===== src/rtl/wdog_pkg.sv =====
// wdog_pkg: shared types and constants for the heartbeat watchdog.
//   wdog_state_e : per-channel FSM state (IDLE, WAIT, REVIVE, DEAD)
//   retry_width  : width of the consecutive-timeout counter for a retry budget
//   DEF_*        : default parameter values used by the watchdog modules
package wdog_pkg;

    typedef enum logic [1:0] {
        IDLE   = 2'd0,
        WAIT   = 2'd1,
        REVIVE = 2'd2,
        DEAD   = 2'd3
    } wdog_state_e;

    localparam int unsigned DEF_NUM_CH    = 4;
    localparam int unsigned DEF_CNT_W     = 32;
    localparam int unsigned DEF_MAX_RETRY = 3;
    localparam int unsigned DEF_PRESCALE  = 50_000;

    // Bits needed to hold 0..max_retry (retry saturates at max_retry).
    function automatic int unsigned retry_width(input int unsigned max_retry);
        return (max_retry < 1) ? 1 : $clog2(max_retry + 1);
    endfunction

endpackage


===== src/rtl/wdog_channel.sv =====
// wdog_channel: one heartbeat watchdog channel (FSM, timeout count, retry count).
// Ports:
//   clk, rst        clock, asynchronous active-high reset
//   tick            count enable (1 every cycle or prescaled pulse)
//   start           monitor enable (level)
//   kick            heartbeat, restarts the timeout and clears retry
//   revive_ack      firmware acknowledge of a revive
//   clear           releases a dead channel
//   timeout_limit   timeout in ticks, 0 treated as 1
//   wait_end        registered 1-cycle pulse when the wait phase ends
//   path_sel        registered, 1 while the channel is on the revive path
//   dead            registered, 1 while the retry budget is exhausted
module wdog_channel
    import wdog_pkg::*;
#(
    parameter int unsigned CNT_W     = DEF_CNT_W,
    parameter int unsigned MAX_RETRY = DEF_MAX_RETRY
) (
    input  logic             clk,
    input  logic             rst,
    input  logic             tick,
    input  logic             start,
    input  logic             kick,
    input  logic             revive_ack,
    input  logic             clear,
    input  logic [CNT_W-1:0] timeout_limit,
    output logic             wait_end,
    output logic             path_sel,
    output logic             dead
);

    localparam int unsigned            RETRY_W   = retry_width(MAX_RETRY);
    localparam logic [RETRY_W:0]       RETRY_MAX = (RETRY_W + 1)'(MAX_RETRY);

    wdog_state_e          state, state_nxt;
    logic [CNT_W-1:0]     count, count_nxt;
    logic [RETRY_W-1:0]   retry, retry_nxt;
    logic                 wait_end_nxt, path_sel_nxt, dead_nxt;

    logic [CNT_W-1:0]     limit_m1_c;
    logic [RETRY_W:0]     retry_inc_c;

    // Last count value before expiry; a zero limit behaves like one tick.
    assign limit_m1_c  = (timeout_limit == '0) ? '0 : timeout_limit - CNT_W'(1);
    assign retry_inc_c = {1'b0, retry} + (RETRY_W + 1)'(1);

    // State and registered outputs.
    always_ff @(posedge clk or posedge rst) begin
        if (rst) begin
            state    <= IDLE;
            count    <= '0;
            retry    <= '0;
            wait_end <= 1'b0;
            path_sel <= 1'b0;
            dead     <= 1'b0;
        end else begin
            state    <= state_nxt;
            count    <= count_nxt;
            retry    <= retry_nxt;
            wait_end <= wait_end_nxt;
            path_sel <= path_sel_nxt;
            dead     <= dead_nxt;
        end
    end

    // Next-state logic; kick and start-drop act every cycle, counting only on tick.
    always_comb begin
        state_nxt    = state;
        count_nxt    = count;
        retry_nxt    = retry;
        wait_end_nxt = 1'b0;

        case (state)
            IDLE: begin
                count_nxt = '0;
                if (start && !kick) begin
                    state_nxt = WAIT;
                end
            end
            WAIT: begin
                if (kick) begin
                    count_nxt    = '0;
                    retry_nxt    = '0;
                    wait_end_nxt = 1'b1;
                end else if (!start) begin
                    state_nxt    = IDLE;
                    count_nxt    = '0;
                    wait_end_nxt = 1'b1;
                end else if (tick) begin
                    // >= also expires a count stranded above a reduced limit
                    if (count < limit_m1_c) begin
                        count_nxt = count + CNT_W'(1);
                    end else begin
                        count_nxt    = '0;
                        wait_end_nxt = 1'b1;
                        if (retry_inc_c >= RETRY_MAX) begin
                            retry_nxt = RETRY_MAX[RETRY_W-1:0];
                            state_nxt = DEAD;
                        end else begin
                            retry_nxt = retry_inc_c[RETRY_W-1:0];
                            state_nxt = REVIVE;
                        end
                    end
                end
            end
            REVIVE: begin
                if (revive_ack) begin
                    count_nxt = '0;
                    state_nxt = start ? WAIT : IDLE;
                end
            end
            DEAD: begin
                if (clear) begin
                    state_nxt = IDLE;
                    count_nxt = '0;
                    retry_nxt = '0;
                end
            end
            default: begin
                state_nxt = IDLE;
                count_nxt = '0;
                retry_nxt = '0;
            end
        endcase

        path_sel_nxt = (state_nxt == REVIVE) || (state_nxt == DEAD);
        dead_nxt     = (state_nxt == DEAD);
    end

endmodule


===== src/rtl/heartbeat_watchdog.sv =====
// heartbeat_watchdog: multi-channel heartbeat watchdog and revive path selector.
// Optional feature macro: WDOG_PRESCALE_EN (shared tick every PRESCALE cycles;
// without it every cycle is a tick).
// Ports:
//   clk, rst        clock, asynchronous active-high reset
//   start[NUM_CH]   per-channel monitor enable
//   kick[NUM_CH]    per-channel heartbeat (priority over start)
//   revive_ack[NUM_CH] firmware acknowledge of a revive
//   clear[NUM_CH]   releases a dead channel
//   timeout_limit   shared timeout in ticks (0 treated as 1)
//   wait_end[NUM_CH] 1-cycle pulse when a wait phase ends
//   path_sel[NUM_CH] 1 = channel on revive path
//   dead[NUM_CH]    channel exhausted its retry budget
//   any_timeout     registered OR of path_sel (one cycle behind)
module heartbeat_watchdog
    import wdog_pkg::*;
#(
    parameter int unsigned NUM_CH    = DEF_NUM_CH,
    parameter int unsigned CNT_W     = DEF_CNT_W,
    parameter int unsigned MAX_RETRY = DEF_MAX_RETRY,
    parameter int unsigned PRESCALE  = DEF_PRESCALE
) (
    input  logic              clk,
    input  logic              rst,
    input  logic [NUM_CH-1:0] start,
    input  logic [NUM_CH-1:0] kick,
    input  logic [NUM_CH-1:0] revive_ack,
    input  logic [NUM_CH-1:0] clear,
    input  logic [CNT_W-1:0]  timeout_limit,
    output logic [NUM_CH-1:0] wait_end,
    output logic [NUM_CH-1:0] path_sel,
    output logic [NUM_CH-1:0] dead,
    output logic              any_timeout
);

    // Elaboration-time parameter sanity.
    if (MAX_RETRY < 1) begin : g_bad_retry
        $error("heartbeat_watchdog: MAX_RETRY must be at least 1");
    end
    if (PRESCALE < 1) begin : g_bad_prescale
        $error("heartbeat_watchdog: PRESCALE must be at least 1");
    end

    logic tick;

`ifdef WDOG_PRESCALE_EN
    localparam int unsigned     PS_W    = (PRESCALE > 1) ? $clog2(PRESCALE) : 1;
    localparam logic [PS_W-1:0] PS_LAST = PS_W'(PRESCALE - 1);

    logic [PS_W-1:0] ps_cnt;

    // Free-running prescaler shared by all channels; not restarted by kicks.
    always_ff @(posedge clk or posedge rst) begin
        if (rst) begin
            ps_cnt <= '0;
        end else if (ps_cnt == PS_LAST) begin
            ps_cnt <= '0;
        end else begin
            ps_cnt <= ps_cnt + PS_W'(1);
        end
    end

    assign tick = (ps_cnt == PS_LAST);
`else
    assign tick = 1'b1;
`endif

    // One independent watchdog per channel.
    for (genvar i = 0; i < NUM_CH; i++) begin : g_ch
        wdog_channel #(
            .CNT_W     (CNT_W),
            .MAX_RETRY (MAX_RETRY)
        ) u_ch (
            .clk           (clk),
            .rst           (rst),
            .tick          (tick),
            .start         (start[i]),
            .kick          (kick[i]),
            .revive_ack    (revive_ack[i]),
            .clear         (clear[i]),
            .timeout_limit (timeout_limit),
            .wait_end      (wait_end[i]),
            .path_sel      (path_sel[i]),
            .dead          (dead[i])
        );
    end

    // Summary flag, one cycle behind path_sel.
    always_ff @(posedge clk or posedge rst) begin
        if (rst) begin
            any_timeout <= 1'b0;
        end else begin
            any_timeout <= |path_sel;
        end
    end

endmodule


===== config.mk =====
export PLATFORM = sky130hd
export DESIGN_NAME = heartbeat_watchdog
export DESIGN_NICKNAME = d
export VERILOG_FILES = /design/src/rtl/wdog_pkg.sv /design/src/rtl/wdog_channel.sv /design/src/rtl/heartbeat_watchdog.sv
export SDC_FILE = /design/constraint.sdc
export NUM_CORES = 1
export LEC_CHECK = 0
export CAP_MARGIN = 30
export CORE_ASPECT_RATIO = 0.6
export CORE_MARGIN = 1.5
export CORE_UTILIZATION = 57
export CTS_CLUSTER_DIAMETER = 150
export DETAILED_ROUTE_END_ITERATION = 6
export PLACE_DENSITY_LB_ADDON = 0.08
export SYNTH_ARGS = -nofsm -noshare
export SYNTH_HDL_FRONTEND = slang
export SYNTH_HIERARCHICAL = 1
export SYNTH_SLANG_ARGS = --single-unit
export TNS_END_PERCENT = 30

===== constraint.sdc =====
create_clock -name clk -period 2.4 [get_ports clk]
set_input_delay 0.6 -clock clk [delete_from_list [all_inputs] [get_ports clk]]
set_output_delay 0.6 -clock clk [all_outputs]
set_load 0.005 [all_outputs]

==> impl_metrics.yaml <==
floorplanning:
  coreArea_um2: 25300
  fp.dieH_um: 127
  die_area_um2: 26800
  start_util: 0.581
  ios: 63
  num_rows: 45
  die_width_um: 210
power:
  p_per_area_nw_per_um2: 330
  irDropWorstVdd_mv: 0.296
  p_leak_nw: 9.80
  total_power_mw: 7.17
global_routing:
  grt_max_degree: 40
  grt_pass1_vias: 17100
  grt_antenna_before_repair: 0
  grt_pass1_wl_mm: 88.9
  grt_usage: 0.420
  overflow: 0
route:
  ant_nets: 0
  post-route-drc-count: 23
  wl_mm: 62.6
  via_per_inst: 6.82
  first_pass_iters: 7
  drtIter0Drc: 3139
  vias: 18700
  wl_per_cell_um: 22.8
synth:
  postSynthCellCount: 1885
  ys_seq_area_frac: 0.267
  async_flop_share: 1.00
  avgSynthCellArea_um2: 7.80
  ys_types: 77
  synth-seq-cells: 157
  ys_warn_count: 6
  synth_edf_count: 0
  netlist_area_um2: 14700
  synth_ff_type: "dfrtp_1"
sta:
  fin_crit_ps: 4510
  finalSetupTns_ps: -271550
  fmax_mhz: 222
  rsz0062_at_grt: "true"
  worstMarginPinSlew_ps: 613
  finalCritPeriodShare: 1.88
  setup_viol_count_final: 156
  fin_skew_ps: 11.0
  finalHoldViolCount: 0
  final-max-slew-violation-count: 0
  slew_headroom: 0.590
  timing.final.ws_setup_ps: -2110
  hold_ws_ps: 463
clocking:
  cts-hold-fix-buffers: 0
  cts_made_buffers: 17
  clock_latency_ps: 460
  cts.sinks: 157
  clockBufferDepth: 2
  htreeDepth: 4
  clk_transition_reported_paths_ps: 70
  cts_tree: "yes"
  cts_root_buf: "clkbuf_16"
cells_and_area:
  post-route-util: 0.859
  fin_cells: 2744
  num_antenna_cells: 0
  synthToLayoutAreaGrowth_pct: 47.7
  final_net_count: 2590
  seq_area_um2: 3930
  multiInputGateArea_um2: 11700
  nFillCells: 1356
  layout-drive-gt1-share: 0.327
critical_path:
  crit_fanout: 8
  worstPathArrival_ps: 4830
  end_kind: "flip-flop"
  worstPathRequired_ps: 2720
  timing_worst_setup_path_type: "in2reg"
  start_kind: "input pin"
placement:
  io_buffer_count: 62
  placed_cells: 2632
  dp_hpwl_mm: 38.8
  gp_congestion: 1.06
outcome:
  outcome: "finished, violations left"
  failed_checks: "design-rule violations, negative setup slack"
worst_hold_path:
  hp-class: "in2async"
job:
  drv_cap: 0
where the power goes:
part	switching [mW]	internal [mW]	total [mW]
Clock	1.22	1.81	3.03
Combinational	0.846	0.603	1.45
Sequential	0.0276	2.67	2.69
Total	2.09	5.08	7.17
cell families (layout without fill, tap and decap cells):
| kind of cell | count (synthesis) | after routing | synth area share |
|---|---|---|---|
| xor+xnor | 93 | 93 | 0.0554 |
| compound gates | 408 | 408 | 0.180 |
| buf+inv | 144 | 657 | 0.0421 |
| simple gates | 916 | 918 | 0.318 |
| mux | 30 | 30 | 0.0207 |
| other cells | 1 | 16 | 0.000255 |
| fa+ha+maj | 136 | 136 | 0.116 |
| flops | 157 | 157 | 0.267 |
registers in the layout, indices dropped and copies added (netlist names):
register            flops
g_ch.u_ch/count       128
g_ch.u_ch/retry         8
g_ch.u_ch/state         8
g_ch.u_ch/dead          4
g_ch.u_ch/path_sel      4
g_ch.u_ch/wait_end      4
any_timeout             1
cell type report:
class | instances | area share
clock buffers | 20 | 0.0215
well taps | 329 | 0.0190
repair buffers | 555 | 0.221
clock inverters | 10 | 0.00755
multi-input cells | 1601 | 0.538
inverters | 72 | 0.0125
flip-flops and latches | 157 | 0.181
layout by cell type, fill, tap and decap left out, types with 13 or more instances in the layout:
cell / netlist / final
a22o_1: 18 / 18
nor2_1: 122 / 114
clkbuf_16: 0 / 20
o21ai_0: 93 / 47
buf_12: 0 / 16
and3_1: 31 / 30
buf_2: 17 / 13
or4_4: 7 / 18
o22ai_1: 32 / 20
conb_1: 1 / 16
nor3_1: 78 / 55
a31oi_1: 35 / 26
a21oi_1: 73 / 62
ha_1: 136 / 123
dfrtp_1: 157 / 157
mux2i_1: 27 / 27
nand2_1: 301 / 291
nand3_1: 82 / 68
o31a_1: 13 / 13
o211ai_1: 14 / 14
nand2b_1: 34 / 34
a21oi_2: 2 / 13
o21ai_2: 1 / 25
clkdlybuf4s50_1: 0 / 33
buf_4: 1 / 424
or3_1: 39 / 34
nand4_1: 90 / 90
inv_1: 72 / 72
nor3_2: 1 / 15
nor4_1: 49 / 28
o21ai_1: 19 / 41
xnor2_1: 28 / 27
buf_6: 7 / 52
xor2_1: 65 / 65
a21o_1: 15 / 15
metal layers:
metal | global-route usage | part of all wire | vias up
met5 | 0 | 0 | -
met4 | 0.149 | 0.055 | 0
met3 | 0.120 | 0.13 | 409
met2 | 0.644 | 0.43 | 1524
met1 | 0.566 | 0.38 | 8735
li1 | - | - | 8046
worst paths after layout:
check | from | endpoint | slack, ps | depth (start not counted)
worst max register to register | g_ch[0].u_ch/count[23] | g_ch[0].u_ch/count[19] | -400 | 11
worst max-delay path | timeout_limit[13] | g_ch[0].u_ch/state[0] | -2110 | 21
worst min register to register | g_ch[0].u_ch/path_sel | any_timeout | 490 | 1
min in group clk | g_ch[0].u_ch/path_sel | any_timeout | 490 | 1
worst min-delay path | rst | any_timeout | 460 | 2
max in group asynchronous | rst | g_ch[1].u_ch/count[12] | 1230 | 3
worst max-delay path, cell delays in order:
cell and delay (ps):
buf_2 100, buf_6 150, buf_4 170, nor3_1 370, nor3b_4 330, buf_4 170
nand3_2 80, or3_1 390, xnor2_1 170, nand2_1 130, ha_4 290, nand4_1 160
buf_4 190, nor4_4 260, a32oi_2 250, buf_4 210, a31oi_4 130, a211oi_2 50
buf_4 180, nor4_4 320, a211oi_1 120
stage by stage:
stage / setup slack [ps] / instance area (um^2)
final: -2110 / 21700
after global routing: -2230 / 21700
after CTS: -1720 / 21200
after detailed placement: -2910 / 18800
after global placement: -2650 / 18800
after floorplan: -1820 / 14900
synthesized netlist by cell type, types with 7 or more instances:
cell type | n | area (um^2)
nor3_1 | 78 | 390
a22o_1 | 18 | 158
and3_1 | 31 | 194
and2_1 | 8 | 50.1
a21oi_1 | 73 | 365
mux2i_1 | 27 | 270
nand3_1 | 82 | 410
ha_1 | 136 | 1700
a31oi_1 | 35 | 219
nand2b_1 | 34 | 213
o21a_1 | 7 | 52.6
o211ai_1 | 14 | 105
o22ai_1 | 32 | 200
o31ai_1 | 20 | 150
xnor2_1 | 28 | 245
nor4_1 | 49 | 307
buf_2 | 17 | 85.1
or4_4 | 7 | 78.8
dfrtp_1 | 157 | 3930
a21o_1 | 15 | 113
o2bb2ai_1 | 12 | 105
o21ai_1 | 19 | 95.1
buf_6 | 7 | 78.8
a211oi_1 | 12 | 90.1
o31a_1 | 13 | 114
nand4_1 | 90 | 563
nor3b_1 | 8 | 60.1
xor2_1 | 65 | 569
nor2_1 | 122 | 458
or3_1 | 39 | 244
nor2b_1 | 13 | 81.3
o21ai_0 | 93 | 465
o311ai_1 | 10 | 87.6
or4_1 | 21 | 158
clkbuf_1 | 44 | 165
nand2_1 | 301 | 1130
inv_1 | 72 | 270
what timing repair did:
item / in CTS / in global routing
endpoints found under the hold margin: 0 / 0
pin swaps: 138 / 74
gates cloned: 11 / 4
endpoints found under the setup margin: 156 / 156
gates resized for setup: 362 / 77
setup buffers: 59 / 16
Note: power is estimated with default switching activity, not from simulation.
==> patch (same settings) <==
The package constant `DEF_CNT_W` goes from 32 to 64.
--- a/src/rtl/wdog_pkg.sv
+++ b/src/rtl/wdog_pkg.sv
@@ -12,7 +12,7 @@
     } wdog_state_e;
 
     localparam int unsigned DEF_NUM_CH    = 4;
-    localparam int unsigned DEF_CNT_W     = 32;
+    localparam int unsigned DEF_CNT_W     = 64;
     localparam int unsigned DEF_MAX_RETRY = 3;
     localparam int unsigned DEF_PRESCALE  = 50_000;
 
Ports: changed (resized timeout_limit); port bits go from 63 to 95. No check against the original RTL was run, so the function may have changed too.
==> patch against the unedited design <==
- the flow now stops in 5_1_grt
- synthesized area up 85%
==> patch: results (changes against the unedited design) <==
result of the run did not finish; Exit stage 5_1_grt; first error [ERROR GRT-0232] Routing congestion too high. Check the congestion heatmap in the GUI.; weighted congestion reported at the end of routability-driven placement 1.028 (-2.6%); detailed placement HPWL 86.57 mm (+120%); aggregate global-route resource usage 80.47%; commonest cells in the synthesized netlist sky130_fd_sc_hd__nand2_1 (529), sky130_fd_sc_hd__nor2_1 (415), sky130_fd_sc_hd__dfrtp_1 (285); area leader, netlist sky130_fd_sc_hd__dfrtp_1; multiplexer share of the synthesized area 0.3960% (-1.7 points); Port Buffers 94 (+52%); async set-or-reset flop fraction in the synthesized netlist 100.0% (unchanged); total clock buffers created by CTS 30 (+13); flip-flop and latch count after synthesis 285 (+82%); fraction of the mapped netlist area in adder cells 12.16% (+0.58 points); Root Buffer sky130_fd_sc_hd__clkbuf_16; sequential share of the synthesized area 26.25% (-0.48 points); number of buffers inserted by hold repair at cts 0 (unchanged); Worst EP kind sequential cell input; Post-Synth XOR/XNOR Area 12.57% (+7.0 points); pin ending the worst setup path after global-route repair g_ch[0].u_ch/count[57]$_DFFE_PP0P_/D; dominant cells by area after synthesis sky130_fd_sc_hd__dfrtp_1 (26%), sky130_fd_sc_hd__ha_1 (12%), sky130_fd_sc_hd__nand2_1 (7.3%); Yosys Warn Count 6 (unchanged); deepest clock path buffer count 3 (+1); grt ovf 412; H-tree lvl count 1 (-3); largest net degree at the start of global routing 72; Synth Area in Compound Gates 11.66% (-6.4 points); unique cell type count in the Yosys netlist 88 (+14%)
[patch: metal layers]
layer	overflow	GRT usage, %
met1	50	83.23
met2	199	93.41
met3	51	70.58
met4	96	68.36
met5	16	52.50
[patch: logic make-up after synthesis]
| family | count (synthesis) |
|---|---|
| AND/OR/NAND/NOR | 1835 |
| AO/OA/AOI/OAI | 464 |
| XOR/XNOR | 390 |
| flip-flops | 285 |
| adder cells (fa/ha/maj) | 264 |
| buffers and inverters | 188 |
| multiplexers | 10 |
| other | 1 |
[patch: repair_timing]
action                                  in CTS
buffers inserted                           118
gates cloned                                19
endpoints found under the setup margin     286
pin swaps                                  174
resized for setup                          550
[patch: metrics by stage]
stage	setup TNS [ns]	setup slack (ns)	cell area, um^2	instances
2_1_floorplan	-590.39	-2.531	27550	3452
3_5_place_dp	-934.82	-3.490	35760	4973
4_1_cts	-567.93	-2.271	39760	5163
3_3_place_gp	-913.60	-3.310	35760	4973
